File: src/rtl/instr_fetch_unit.sv
// Instruction fetch unit: sequential PC generation with one outstanding memory
// request, a small prefetch FIFO of {pc, instr}, and redirect flush/drop handling.
module instr_fetch_unit #(
  parameter logic [31:0] RESET_PC = 32'h0000_0000,
  parameter int unsigned DEPTH    = 2
) (
  input  logic        clk,
  input  logic        reset,
  output logic        imem_req,
  output logic [31:0] imem_addr,
  input  logic        imem_rvalid,
  input  logic [31:0] imem_rdata,
  input  logic        redirect,
  input  logic [31:0] redirect_pc,
  output logic        instr_valid,
  output logic [31:0] instr,
  output logic [31:0] instr_pc,
  input  logic        instr_ready
);

  localparam int unsigned PTR_W = $clog2(DEPTH);
  localparam int unsigned CNT_W = PTR_W + 1;
  localparam int unsigned OCC_W = CNT_W + 1;

  logic [31:0]      fetch_pc;
  logic [31:0]      req_pc;
  logic             busy;
  logic             drop;
  logic [31:0]      pc_mem    [DEPTH];
  logic [31:0]      instr_mem [DEPTH];
  logic [PTR_W-1:0] rd_ptr;
  logic [PTR_W-1:0] wr_ptr;
  logic [CNT_W-1:0] count;

  logic             resp;
  logic             push;
  logic             pop;
  logic             issue;
  logic [OCC_W-1:0] occ;

  // Handshake decode; occupancy reserves a slot for a response that will still push.
  always_comb begin
    resp  = busy & imem_rvalid;
    pop   = ~reset & ~redirect & (count != '0) & instr_ready;
    push  = ~reset & ~redirect & resp & ~drop;
    occ   = OCC_W'(count) + OCC_W'(busy & ~drop) - OCC_W'(pop);
    issue = ~reset & ~redirect & (~busy | imem_rvalid) & (occ < OCC_W'(DEPTH));
  end

  assign imem_req    = issue;
  assign imem_addr   = reset ? RESET_PC : fetch_pc;
  assign instr_valid = ~reset & (count != '0);
  assign instr       = instr_mem[rd_ptr];
  assign instr_pc    = pc_mem[rd_ptr];

  // Control state: reset beats redirect, redirect beats normal fetch/fill/drain.
  always_ff @(posedge clk) begin
    if (reset) begin
      fetch_pc <= RESET_PC;
      req_pc   <= RESET_PC;
      busy     <= 1'b0;
      drop     <= 1'b0;
      rd_ptr   <= '0;
      wr_ptr   <= '0;
      count    <= '0;
    end else if (redirect) begin
      fetch_pc <= redirect_pc & 32'hFFFF_FFFC;
      rd_ptr   <= '0;
      wr_ptr   <= '0;
      count    <= '0;
      if (busy) begin
        // A response arriving now is simply discarded; otherwise drop the next one.
        busy <= ~imem_rvalid;
        drop <= ~imem_rvalid;
      end
    end else begin
      if (issue) begin
        fetch_pc <= fetch_pc + 32'd4;
        req_pc   <= fetch_pc;
        busy     <= 1'b1;
      end else if (resp) begin
        busy <= 1'b0;
      end
      if (resp) drop <= 1'b0;
      if (push) wr_ptr <= wr_ptr + PTR_W'(1);
      if (pop)  rd_ptr <= rd_ptr + PTR_W'(1);
      count <= count + CNT_W'(push) - CNT_W'(pop);
    end
  end

  // FIFO storage needs no reset; validity is tracked by count.
  always_ff @(posedge clk) begin
    if (push) begin
      pc_mem[wr_ptr]    <= req_pc;
      instr_mem[wr_ptr] <= imem_rdata;
    end
  end

endmodule

File: config.mk
export PLATFORM = sky130hd
export DESIGN_NAME = instr_fetch_unit
export DESIGN_NICKNAME = d
export VERILOG_FILES = /design/src/rtl/instr_fetch_unit.sv
export SDC_FILE = /design/constraint.sdc
export NUM_CORES = 1
export LEC_CHECK = 0
export BUFFER_PORTS_ARGS = -buffer_cell sky130_fd_sc_hd__buf_2
export CORE_UTILIZATION = 40
export CTS_CLUSTER_SIZE = 20
export DETAILED_ROUTE_END_ITERATION = 7
export GPL_ROUTABILITY_DRIVEN = 0
export PLACE_DENSITY = 0.73
export SLEW_MARGIN = 40
export SYNTH_ARGS = -nofsm -noshare
export SYNTH_HDL_FRONTEND = slang
export SYNTH_SLANG_ARGS = --single-unit
File: constraint.sdc
create_clock -name clk -period 9.57 [get_ports clk]
set_input_delay 2.3925 -clock clk [delete_from_list [all_inputs] [get_ports clk]]
set_output_delay 2.3925 -clock clk [all_outputs]
set_load 0.01 [all_outputs]
======== After elaboration in Yosys (flattened, before gate mapping) ========
Memory sizes are Yosys's and may differ from the RTL's. A register that Yosys moved wholly into a read port is not among the register bits.
Index checks and enable logic that the tools add are counted.
word-level totals
  register bits ........................... 70
  memory bits (writable) .................. 128
  bits of input ports ..................... 69
  output and inout bits ................... 98
  word-level logic and storage cells ...... 58
  memories kept ........................... 2
memory list
  memory     depth  width  rd ports  clocked after memory_dff  wr ports  line  source
  instr_mem  2      32     1         1                         1         30    logic [31:0] instr_mem [DEPTH];
  pc_mem     2      32     1         1                         1         29    logic [31:0] pc_mem [DEPTH];
cells by class
  add/subtract/negate cells ............... 7
  magnitude comparators ................... 1
  equal/unequal tests ..................... 1
  muxes and demuxes ....................... 15
  bitwise gates (word level) .............. 17
  reduce and logical (&&, ||, !) cells .... 7
operators by type and width
  cell                   count
  $mux 32                3
  $add 32x3->32 const B  1
  $mux 1                 12
  $and 1x1->1            9
  $reduce_bool 2->1      3
  $not 1->1              5
  $reduce_and 2->1       2
  $add 2x3->3            1
  $and 1x3->3            1
  $lt 3x2->1 const B     1
  $not 1->3              1
  $reduce_bool 3->1      1
  $sub 3x1->3            1
  $add 1x1->1 const B    2
  $add 2x1->2            1
  $ne 2x1->1 const B     1
  $reduce_or 2->1        1
  $sub 2x1->2            1
  $or 1x1->1             1

======== Depth between registers and ports, before layout ========
  depth after elaboration ................. 9
  depth in mapped cells ................... 12
  mapped depth without buffers ............ 11

======== Least setup slack after synthesis ========
Ideal clock, no wire load.
  path type ............................... in2reg
  start point ............................. input redirect
  end point ............................... memory instr_mem[0][0] (enable)
  setup time .............................. 0.558 ns
  data arrival time ....................... 7.326 ns
  data required time ...................... 9.012 ns
  path slack .............................. 1.686 ns
  stages .................................. 4
  path buffers ............................ 2
  path through ............................ clkbuf_1 -> or2_2 -> clkbuf_1 -> nor3_1
between the ends
  word-level cells in the longest chain between the ends .. 6
ends and longest elaborated chain
  item                          line  source
  start: declaration            13    input logic redirect,
  $not 1->1                     45    push = ~reset & ~redirect & resp & ~drop;
  $and 1x1->1 (3 in a row)      45
  $mux 1                        93    if (push) begin
  $mux 1 (not written as such)  95    instr_mem[wr_ptr] <= imem_rdata;
  end: declaration              30
Every way passes these cells.

======== Final worst setup path ========
  start point ............................. input redirect
  end point ............................... output imem_req
between the ends
  word-level cells in the longest chain between the ends .. 7
  elaborated cells between the ends (all ways) .. 8
  classes of those cells .................. 1 x add/sub; 1 x order compare; 6 x bitwise
ends and longest elaborated chain
  item                      line    source
  $not 1->1 *               44, 47
  $and 1x1->1 *             44, 47
  $and 1x1->1 (2 in a row)  44      pop = ~reset & ~redirect & (count != '0) & instr_ready;
  $sub 3x1->3               46      occ = OCC_W'(count) + OCC_W'(busy & ~drop) - OCC_W'(pop);
  $lt 3x2->1                47      issue = ~reset & ~redirect & (~busy | imem_rvalid) & (occ < OCC_W'(DEPTH));
  $and 1x1->1 *             47
  end: declaration          9       output logic imem_req,
Every way passes the cells marked *; elsewhere a longest branch is shown, timed or not.

==> impl_metrics.toml <==
[critical_path]
cp_slowest_cell = "buf_4"
reg2reg_depth = 10
arrival_ns = 4.83
start_kind = "primary input"
worstPathMaxFanout = 49
crit_required_ns = 7.18
critPathKind = "in -> out"
reg2reg_to = "fetch_pc[14]"
r2r_slack_ns = 6.51
reg2reg_from = "count[1]"
path_cells = "buf_4 -> nor2_1 -> nand2_1 -> xnor2_1 -> nand2_1 -> fa_1 -> xnor2_2 -> nand4_1 -> inv_2 -> buf_4 -> buf_2"
end_kind = "primary output"
path_delay_family = "buffers and inverters"
crit_buf_inv = 4
slowest_delay_ns = 0.44

[route]
route.met2.wl_um = 8350
highest_layer = "met5"
drc_errors = 0
routedWlPerCell_um = 16.8
via_count = 5365
drt_pass1_iterations = 5
drt-initial-drc-count = 327
wl_met1_um = 7940
detail-route-antenna-nets = 0
routed_wirelength_um = 17600
wl_met3_um = 938
via_per_inst = 5.12

[layout]
synthToLayoutAreaGrowth_pct = 20.3
layout-drive-gt1-share_pct = 34.3
fin_cells = 1048
fill_cells = 1735
final_common_cell = "buf_2"
seqCellArea_um2 = 5070
multiInputGateArea_um2 = 2600
final_util_pct = 49.8
final_cell_mix = "buf_2, edfxtp_1, nand2_1, dfxtp_1, mux2_2"
nNetsFinal = 847

[global_route]
grt_util_all_layers_pct = 17.6
grt_pass1_wl_um = 26800
grt_start_max_net_pins = 63
gr-total-overflow = 0
grt_pass1_vias = 5176
antenna_found_initial = 2

[min_path]
hold_start = "req_pc[25]"
min_path_type = "reg -> reg"
worstHoldPathCells = 0
hold_end = "pc_mem[0][25]"

[placement]
hpwl_um = 11300
place_inst = 1016
pre_cts_slack_ns = 2.02
io_buffers = 160

[power]
total_power_mw = 1.66
irDropWorstVdd_mv = 0.117
cellLeakagePower_nw = 3.61
powerDensity_nw_per_um2 = 176

[clock_tree]
cts_buffers = 17
cts_max_path_buffers = 2
holdBufCountCts = 0
clockRootBuffer = "clkbuf_16"
cts.reportedPaths.clkPinSlew_ns = 0.07
h-tree-depth = 4
cts.sinks = 191
cts_setup_buffers = 0
cts_tree = "built"
clk-insertion-delay-late_ns = 0.43
ctsResizeCount = 0

[floorplanning]
placementRows = 50
ios = 167
start_util_pct = 41.4
coreArea_um2 = 19000
die-area_um2 = 20200
die_h_um = 142
die_x_um = 142

[timing]
slew_headroom_pct = 56.7
max_freq_mhz = 138
slew_violations = 0
finalCritPeriodShare_pct = 75.5
worst_pin_slew_ns = 0.650
final.setup.tns_ns = 0
setup_viol = 0
grt_setup_unrepaired = "no"
finalHoldViolations = 0
fin_worst_skew_ns = 0.0122
fin_crit_ns = 7.22
setup_ws_ns = 2.35

[logic_synthesis]
yosysWarningCount = 0
async_reset_ff_share_pct = 0
synth.avg_cell_area_um2 = 12.5
yosysSeqAreaShare_pct = 64.3
synthDistinctLibCells = 60
ys_seq_elements = 191
synth_cells = 629
netlist_area_um2 = 7870
synth_edf_count = 124
ys.flop_type = "edfxtp_1"

[flow_run]
cap_viol_max_count = 0

[status]
status = "complete, no violations"
==> sequential cells by signal, summed over array words and instances, names as in the netlist, named ones only <==
name,count
wr_ptr,1
drop,1
count,2
fetch_pc,30
req_pc,30
instr_mem,64
busy,1
rd_ptr,1
pc_mem,60
==> cells in the mapped netlist (3+ instances only) <==
cell type  count  area, µm²
a21oi_1       48        240
or3_1          6       37.5
nor2b_1       28        175
nand2b_1       5       31.3
edfxtp_1     124       3720
nor2_1        16       60.1
nand2_1       86        323
o21ai_0        9       45.0
a22oi_1        3       22.5
buf_4          4       30.0
nand4_1       17        106
inv_1         12       45.0
xor2_1         6       52.6
xnor2_1        6       52.6
clkbuf_1      25       93.8
buf_2          9       45.0
mux2_1         3       33.8
and4_1         3       26.3
nand3_1       14       70.1
a31oi_1        9       56.3
mux2_2        64        721
buf_1          4       15.0
a211oi_1       3       22.5
and3_1         8       50.1
dfxtp_1       67       1340
o221ai_1       4       35.0
nor3_1         7       35.0
==> through the flow <==
| stage | hold slack, ns | instance area [µm²] |
|---|---|---|
| 2_1_floorplan | 0.425 | 7880 |
| 3_3_place_gp | 0.432 | 8880 |
| 3_5_place_dp | 0.440 | 8910 |
| 4_1_cts | 0.453 | 9460 |
| 5_1_grt | 0.466 | 9470 |
| 6_report | 0.450 | 9470 |
==> layout make-up <==
| type | count | area share (%) |
|---|---|---|
| clock inverter | 11 | 1.23 |
| inverter | 13 | 0.515 |
| multi-input combinational | 386 | 27.5 |
| clock buffer | 20 | 4.61 |
| antenna | 1 | 0.0264 |
| tap | 260 | 3.43 |
| sequential | 191 | 53.5 |
| timing repair buffer | 166 | 9.19 |
==> report_power, final <==
group	internal [mW]	switching, mW
Combinational	0.0342	0.0488
Sequential	0.888	0.0184
Clock	0.382	0.291
==> cell families (layout without fill, tap and decap cells) <==
kind of cell               count (synthesis)  count (layout)  synth area share, %
adders and majority gates                  3               3                0.572
other                                      1               5               0.0476
and+or+nand+nor                          205             205                 13.7
AOI/OAI and AO/OA                         94              94                 7.30
DFF                                      191             191                 64.3
muxes                                     67              67                 9.59
xor gates and xnor gates                  13              13                 1.54
buffers and inverters                     55             210                 2.96
==> worst max path at each step <==
stage	from	endpoint	depth (start not counted)
6_report	redirect	imem_req	11
5_1_grt	redirect	imem_req	11
4_1_cts	redirect	imem_req	11
3_5_place_dp	redirect	imem_req	11
3_3_place_gp	redirect	imem_req	11
2_1_floorplan	redirect	instr_mem[0][0]	4
==> metal layers <==
metal / vias up / global-route usage [%]
met5: - / 0
met4: 2 / 8.09
met3: 26 / 4.00
met2: 186 / 28.2
met1: 2567 / 22.5
li1: 2584 / -
(Power assumes the default switching activity.)
